`src/rtl/i2c_responder_if.sv`:
```
// I2C responder bus bundle.
//   i_scl, i_sda : I2C lines as seen by the responder (asynchronous to the system clock)
//   o_sda_oe     : 1 = responder pulls SDA low
//   o_reg_data   : last complete two-byte write payload
//   o_valid      : one-cycle pulse when o_reg_data is updated
//   o_error      : one-cycle pulse when an addressed write ends with a byte count other than 2
//   o_busy       : addressed transaction in progress
// slave modport is taken by the responder, master by the bus driver.
`timescale 1ns/1ps
interface i2c_responder_if;
  logic        i_scl;
  logic        i_sda;
  logic        o_sda_oe;
  logic [15:0] o_reg_data;
  logic        o_valid;
  logic        o_error;
  logic        o_busy;

  modport slave  (input  i_scl, i_sda,
                  output o_sda_oe, o_reg_data, o_valid, o_error, o_busy);
  modport master (output i_scl, i_sda,
                  input  o_sda_oe, o_reg_data, o_valid, o_error, o_busy);
endinterface

```
`src/rtl/i2c_responder.sv`:
```
// I2C write-only target: accepts START, address (write), exactly two data
// bytes and STOP, then publishes the 16-bit payload with a one-cycle o_valid.
// Wrong byte counts on an addressed write give a one-cycle o_error.
// Ports:
//   i_clk : system clock (>= 8x SCL)
//   i_rst : synchronous active-high reset
//   bus   : i2c_responder_if.slave (SCL/SDA in, SDA pull-down and status out)
// Parameters: ADDR (7-bit target address), SYNC_STAGES (synchronizer depth).
// Optional macro I2C_RESPONDER_FILTER_EN: a synced SCL/SDA level change is
// accepted only after 3 equal consecutive samples (2 extra cycles latency).
`timescale 1ns/1ps
module i2c_responder #(
  parameter logic [6:0] ADDR        = 7'h1A,
  parameter int         SYNC_STAGES = 2
) (
  input  logic            i_clk,
  input  logic            i_rst,
  i2c_responder_if.slave  bus
);

  typedef enum logic [2:0] {
    S_IDLE, S_ADDR, S_ACK_ADDR, S_BYTE, S_ACK_BYTE, S_IGNORE
  } state_t;

  // ---------------- input conditioning ----------------
  logic [SYNC_STAGES-1:0] scl_sync_q, sda_sync_q;
  logic scl_prev_q, sda_prev_q;
  logic scl_s, sda_s, scl_lvl, sda_lvl;

  always_ff @(posedge i_clk) begin
    if (i_rst) begin
      scl_sync_q <= '1;
      sda_sync_q <= '1;
    end else begin
      scl_sync_q[0] <= bus.i_scl;
      sda_sync_q[0] <= bus.i_sda;
      for (int i = 1; i < SYNC_STAGES; i++) begin
        scl_sync_q[i] <= scl_sync_q[i-1];
        sda_sync_q[i] <= sda_sync_q[i-1];
      end
    end
  end

  assign scl_s = scl_sync_q[SYNC_STAGES-1];
  assign sda_s = sda_sync_q[SYNC_STAGES-1];

`ifdef I2C_RESPONDER_FILTER_EN
  // Two-deep history; the accepted level (held in *_prev_q) only moves when
  // the current synced sample and both history samples agree.
  logic [1:0] scl_h_q, sda_h_q;
  assign scl_lvl = (scl_s == scl_h_q[0] && scl_s == scl_h_q[1]) ? scl_s : scl_prev_q;
  assign sda_lvl = (sda_s == sda_h_q[0] && sda_s == sda_h_q[1]) ? sda_s : sda_prev_q;

  always_ff @(posedge i_clk) begin
    if (i_rst) begin
      scl_h_q <= '1;
      sda_h_q <= '1;
    end else begin
      scl_h_q <= {scl_h_q[0], scl_s};
      sda_h_q <= {sda_h_q[0], sda_s};
    end
  end
`else
  assign scl_lvl = scl_s;
  assign sda_lvl = sda_s;
`endif

  always_ff @(posedge i_clk) begin
    if (i_rst) begin
      scl_prev_q <= 1'b1;
      sda_prev_q <= 1'b1;
    end else begin
      scl_prev_q <= scl_lvl;
      sda_prev_q <= sda_lvl;
    end
  end

  logic scl_rise, scl_fall, scl_high, start_c, stop_c;
  assign scl_rise = scl_lvl & ~scl_prev_q;
  assign scl_fall = ~scl_lvl & scl_prev_q;
  assign scl_high = scl_lvl & scl_prev_q;
  assign start_c  = scl_high & ~sda_lvl &  sda_prev_q;
  assign stop_c   = scl_high &  sda_lvl & ~sda_prev_q;

  // ---------------- protocol FSM ----------------
  state_t      state_q, state_d;
  logic [2:0]  bit_cnt_q, bit_cnt_d;     // completed bits of current byte
  logic [1:0]  byte_cnt_q, byte_cnt_d;   // data bytes accepted
  logic        pend_q, pend_d;           // a bit was sampled, its SCL fall not seen yet
  logic [7:0]  shift_q, shift_d;
  logic [15:0] shadow_q, shadow_d;
  logic [15:0] reg_q, reg_d;
  logic        ovf_q, ovf_d;
  logic        match_q, match_d;
  logic        oe_q, oe_d;
  logic        valid_q, valid_d;
  logic        error_q, error_d;

  always_ff @(posedge i_clk) begin
    if (i_rst) begin
      state_q    <= S_IDLE;
      bit_cnt_q  <= '0;
      byte_cnt_q <= '0;
      pend_q     <= 1'b0;
      shift_q    <= '0;
      shadow_q   <= '0;
      reg_q      <= '0;
      ovf_q      <= 1'b0;
      match_q    <= 1'b0;
      oe_q       <= 1'b0;
      valid_q    <= 1'b0;
      error_q    <= 1'b0;
    end else begin
      state_q    <= state_d;
      bit_cnt_q  <= bit_cnt_d;
      byte_cnt_q <= byte_cnt_d;
      pend_q     <= pend_d;
      shift_q    <= shift_d;
      shadow_q   <= shadow_d;
      reg_q      <= reg_d;
      ovf_q      <= ovf_d;
      match_q    <= match_d;
      oe_q       <= oe_d;
      valid_q    <= valid_d;
      error_q    <= error_d;
    end
  end

  always_comb begin
    state_d    = state_q;
    bit_cnt_d  = bit_cnt_q;
    byte_cnt_d = byte_cnt_q;
    pend_d     = pend_q;
    shift_d    = shift_q;
    shadow_d   = shadow_q;
    reg_d      = reg_q;
    ovf_d      = ovf_q;
    match_d    = match_q;
    oe_d       = oe_q;
    valid_d    = 1'b0;
    error_d    = 1'b0;

    if (start_c) begin
      // also covers repeated START: partial byte and counts are dropped
      state_d    = S_ADDR;
      bit_cnt_d  = '0;
      byte_cnt_d = '0;
      pend_d     = 1'b0;
      ovf_d      = 1'b0;
      match_d    = 1'b0;
      oe_d       = 1'b0;
    end else if (stop_c) begin
      // the STOP's own SCL rise only sets pend, so a clean end has bit_cnt == 0
      if (match_q) begin
        if (byte_cnt_q == 2'd2 && !ovf_q && bit_cnt_q == 3'd0) begin
          valid_d = 1'b1;
          reg_d   = shadow_q;
        end else begin
          error_d = 1'b1;
        end
      end
      state_d   = S_IDLE;
      bit_cnt_d = '0;
      pend_d    = 1'b0;
      ovf_d     = 1'b0;
      match_d   = 1'b0;
      oe_d      = 1'b0;
    end else begin
      case (state_q)
        S_ADDR, S_BYTE: begin
          if (scl_rise) begin
            shift_d = {shift_q[6:0], sda_lvl};
            pend_d  = 1'b1;
          end else if (scl_fall && pend_q) begin
            pend_d = 1'b0;
            if (bit_cnt_q == 3'd7) begin
              bit_cnt_d = '0;
              if (state_q == S_ADDR) begin
                if (shift_q[7:1] == ADDR && !shift_q[0]) begin
                  state_d = S_ACK_ADDR;
                  oe_d    = 1'b1;
                  match_d = 1'b1;
                end else begin
                  state_d = S_IGNORE;
                end
              end else if (byte_cnt_q != 2'd2) begin
                if (byte_cnt_q == 2'd0) shadow_d[15:8] = shift_q;
                else                    shadow_d[7:0]  = shift_q;
                byte_cnt_d = byte_cnt_q + 2'd1;
                state_d    = S_ACK_BYTE;
                oe_d       = 1'b1;
              end else begin
                ovf_d   = 1'b1;
                state_d = S_IGNORE;
              end
            end else begin
              bit_cnt_d = bit_cnt_q + 3'd1;
            end
          end
        end
        S_ACK_ADDR, S_ACK_BYTE: begin
          // 9th SCL rise is ignored; its fall ends the ACK slot
          if (scl_fall) begin
            oe_d    = 1'b0;
            state_d = S_BYTE;
          end
        end
        default: ;
      endcase
    end
  end

  assign bus.o_sda_oe   = oe_q;
  assign bus.o_reg_data = reg_q;
  assign bus.o_valid    = valid_q;
  assign bus.o_error    = error_q;
  assign bus.o_busy     = (state_q == S_ACK_ADDR) || (state_q == S_BYTE) ||
                          (state_q == S_ACK_BYTE) || (state_q == S_IGNORE && ovf_q);

endmodule

```
`src/flat_wrapper.sv`:
```
// flat-port wrapper written by rule: the top's interface ports become plain ports
module i2c_responder_flat 
#(
  parameter logic [6:0] ADDR        = 7'h1A,
  parameter int         SYNC_STAGES = 2
)
  (i_clk, i_rst, bus_i_scl, bus_i_sda, bus_o_sda_oe, bus_o_reg_data, bus_o_valid, bus_o_error, bus_o_busy);
  i2c_responder_if bus_i ();
  input  logic i_clk;
  input  logic i_rst;
  input wire logic [$bits(bus_i.i_scl)-1:0] bus_i_scl;
  input wire logic [$bits(bus_i.i_sda)-1:0] bus_i_sda;
  output wire logic [$bits(bus_i.o_sda_oe)-1:0] bus_o_sda_oe;
  output wire logic [$bits(bus_i.o_reg_data)-1:0] bus_o_reg_data;
  output wire logic [$bits(bus_i.o_valid)-1:0] bus_o_valid;
  output wire logic [$bits(bus_i.o_error)-1:0] bus_o_error;
  output wire logic [$bits(bus_i.o_busy)-1:0] bus_o_busy;
  assign bus_i.i_scl = bus_i_scl;
  assign bus_i.i_sda = bus_i_sda;
  assign bus_o_sda_oe = bus_i.o_sda_oe;
  assign bus_o_reg_data = bus_i.o_reg_data;
  assign bus_o_valid = bus_i.o_valid;
  assign bus_o_error = bus_i.o_error;
  assign bus_o_busy = bus_i.o_busy;
  i2c_responder #(.ADDR(ADDR), .SYNC_STAGES(SYNC_STAGES)) u_core (.i_clk(i_clk), .i_rst(i_rst), .bus(bus_i));
endmodule
```
`config.mk`:
```
export PLATFORM = sky130hd
export DESIGN_NAME = i2c_responder_flat
export DESIGN_NICKNAME = d
export VERILOG_FILES = /design/src/rtl/i2c_responder_if.sv /design/src/rtl/i2c_responder.sv /design/src/flat_wrapper.sv
export SDC_FILE = /design/constraint.sdc
export NUM_CORES = 1
export LEC_CHECK = 0
export CAP_MARGIN = 5
export CORE_UTILIZATION = 60
export DETAILED_ROUTE_END_ITERATION = 7
export MAX_ROUTING_LAYER = met4
export PLACE_DENSITY_LB_ADDON = 0.15
export SLEW_MARGIN = 20
export SYNTH_ARGS = -nofsm -noshare
export SYNTH_HDL_FRONTEND = slang
export SYNTH_SLANG_ARGS = --single-unit
```
`constraint.sdc`:
```
create_clock -name i_clk -period 5.51 [get_ports i_clk]
set_clock_uncertainty 0.1 [all_clocks]
set_input_delay 0.8265 -clock i_clk [delete_from_list [all_inputs] [get_ports i_clk]]
set_output_delay 0.8265 -clock i_clk [all_outputs]
set_load 0.05 [all_outputs]
```
==> flow_metrics.env <==
export IMPL_clkSinkCount=60
export IMPL_layout_drive_gt1_share_pct=10.3
export IMPL_gr_usage_all_layers_pct=23.8
export IMPL_dr_pass1_iters=4
export IMPL_post_cts_buffers=0
export IMPL_grt_overflow=0
export IMPL_cts_tree="built"
export IMPL_end_kind="primary output"
export IMPL_status="complete, no violations"
export IMPL_synthCells=259
export IMPL_crit_path_max_incr_delay_ns=0.72
export IMPL_fin_setup_tns_ns=0
export IMPL_synth_edff_count=0
export IMPL_tightest_slew_ns=1.06
export IMPL_gp_congestion=0.857
export IMPL_maxCapViolCount=0
export IMPL_grt_pass1_vias=1642
export IMPL_hold_viol_final=0
export IMPL_syn_cell_area_sq_um=2520
export IMPL_synth_top_family_by_area="simple AND/OR/NAND/NOR gates"
export IMPL_detail_route_wl_per_cell_microns=13.6
export IMPL_antenna_found_initial=0
export IMPL_cp_top_family="buffers and inverters"
export IMPL_path_clk_slew_ns=0.06
export IMPL_die_area_sq_um=4460
export IMPL_synth_simple_gate_area_share_pct=23.9
export IMPL_grt_busiest_layer="met2"
export IMPL_syn_avg_cell_area_sq_um=9.73
export IMPL_grt_util_met2_pct=37.5
export IMPL_crit_chain="inv_1 -> o211ai_1 -> o21ai_0 -> clkdlybuf4s50_1"
export IMPL_cellPowerDensity_nw_per_um2=284
export IMPL_muxShareOfSynthArea_pct=13.5
export IMPL_ios=24
export IMPL_clk_latency_ns=0.33
export IMPL_power_uw=830
export IMPL_cp_start_kind="flip-flop"
export IMPL_setup_violations=0
export IMPL_rsz0062_at_grt="false"
export IMPL_final_common_cell="dfxtp_1"
export IMPL_postLayoutCoreUtil_pct=72.5
export IMPL_fill_cells=333
export IMPL_coreArea_sq_um=4030
export IMPL_area_growth_syn_to_layout_pct=16.0
export IMPL_synth_cell_types=43
export IMPL_leakage_nw=1.12
export IMPL_path_class="reg2out"
export IMPL_grt_max_degree=34
export IMPL_wirelength_microns=4520
export IMPL_ys_seq_area_share_pct=47.7
export IMPL_ant_nets=0
export IMPL_drc_errors=0
export IMPL_ir_drop_v=0.000252
export IMPL_yosysTopAreaCell="dfxtp_1"
export IMPL_async_flop_share_pct=0
export IMPL_vias=1803
export IMPL_crit_slowest_cell="clkdlybuf4s50_1"
export IMPL_min_path_type="reg2reg"
export IMPL_fin_crit_sh_pct=53.3
export IMPL_grt_util_met1_pct=27.5
export IMPL_cts_buffer_depth=2
export IMPL_layout_nets=286
export IMPL_h_tree_depth=3
export IMPL_grt_pass1_wl_microns=7470
export IMPL_synthAdderAreaFrac_pct=2.48
export IMPL_synthTopCellsByArea="dfxtp_1 (48%), mux2i_1 (14%), nand2b_1 (5.0%)"
export IMPL_synth_compound_area_share_pct=7.00
export IMPL_maxSlewHeadroom_pct=29.3
export IMPL_critical_path_arrival_ns=2.01
export IMPL_fp_dieH_microns=66.8
export IMPL_final_cell_mix="dfxtp_1 (60), mux2i_1 (34), nor2_1 (31), clkdlybuf4s50_1 (23), nand2b_1 (20)"
export IMPL_vias_per_cell=5.43
export IMPL_cts_root_buffer="clkbuf_8"
export IMPL_place_detailed_hpwl_microns=3050
export IMPL_worst_path_buf_inv=2
export IMPL_synth_nets=268
export IMPL_synth_flop_cell="dfxtp_1"
export IMPL_crit_required_ns=4.58
export IMPL_drv_slew=0
export IMPL_drt_iter0_drc=95
export IMPL_initial_core_util_pct=62.5
export IMPL_synthXorXnorAreaFrac_pct=1.04
export IMPL_antennaDiodeCount=0
export IMPL_critPathMaxFanout=9
export IMPL_ys_seq_elements=60
export IMPL_numPortBuffers=23
export IMPL_use_met3_pct=7.36
export IMPL_synth_top_cell_area_share_pct=47.7
export IMPL_cts_buffers_inserted=9
export IMPL_yosys_warnings=0
export IMPL_postCtsHoldBufs=0
export IMPL_fin_crit_ns=2.94
export IMPL_fmax_ghz=0.340
export IMPL_row_count=23
export IMPL_fp_dieW_microns=66.8
export IMPL_cts_resized=0
==> stage by stage <==
step / instance area (sq um) / hold WS, ns / std cells / worst slack (ns)
global placement: 2740 / 0.291 / 316 / 2.68
finish: 2920 / 0.309 / 332 / 2.57
global route: 2920 / 0.330 / 332 / 2.53
CTS: 2920 / 0.308 / 332 / 2.60
floorplan: 2520 / 0.289 / 259 / 2.99
detailed placement: 2740 / 0.293 / 316 / 2.64
==> report_power, final <==
part	internal, mW	switching (mW)
Clock	0.197	0.167
Combinational	0.0108	0.0145
Sequential	0.436	0.00377
==> metal layers <==
layer | up-vias | part of all wire, %
met4 | 0 | 1.2
met3 | 4 | 3.3
li1 | 924 | -
met2 | 30 | 49
met1 | 845 | 47
met5 | - | 0
==> state kept, by name (all words and copies together), names as in the netlist <==
register and flops:
u_core.bus.o_error 1, u_core.byte_cnt_q 2, u_core.match_q 1, u_core.bit_cnt_q 3, u_core.sda_prev_q 1, u_core.pend_q 1, u_core.ovf_q 1, u_core.shift_q 8
u_core.sda_sync_q 2, u_core.scl_prev_q 1, u_core.bus.o_valid 1, u_core.scl_sync_q 2, u_core.bus.o_reg_data 16, u_core.state_q 3, u_core.shadow_q 16, u_core.bus.o_sda_oe 1
==> cells in the mapped netlist (2+ instances only) <==
master     n
clkbuf_1   9
buf_6      2
nand4b_1   2
or2_2      7
mux2i_1   34
o21ai_0    9
nor2b_1    2
a21oi_1   14
nand3_1   11
and3_1     3
nand2_1    4
dfxtp_1   60
a31oi_1    2
nor3_1     6
or3_1      3
buf_2      4
nand2b_1  20
ha_1       5
nor2_1    31
xnor2_1    2
inv_1      7
==> cells by family after synthesis <==
family,Yosys count
AND/OR/NAND/NOR,102
AO/OA/AOI/OAI,31
buffers and inverters,24
adder cells (fa/ha/maj),5
flip-flops,60
multiplexers,34
XOR/XNOR,3
==> worst paths after layout <==
path | from | endpoint | slack [ns] | depth (start not counted)
hold / removal | u_core.scl_sync_q[0] | u_core.scl_sync_q[1] | 0.31 | 1
setup / recovery | u_core.state_q[0] | bus_o_busy | 2.57 | 4
setup reg to reg | u_core.byte_cnt_q[0] | u_core.bus.o_reg_data[9] | 2.89 | 6
hold reg to reg | u_core.scl_sync_q[0] | u_core.scl_sync_q[1] | 0.31 | 1
==> cell type report <==
type / instances / area (sq um) / share of cell area (%)
clock buffer: 12 / 165 / 5.65
clock inverter: 4 / 22.5 / 0.771
inverter: 7 / 26.3 / 0.899
multi-input combinational: 175 / 1210 / 41.3
sequential: 60 / 1200 / 41.1
tap: 50 / 62.6 / 2.14
timing repair buffer: 24 / 238 / 8.13
Power figures use the tool's default switching activity.
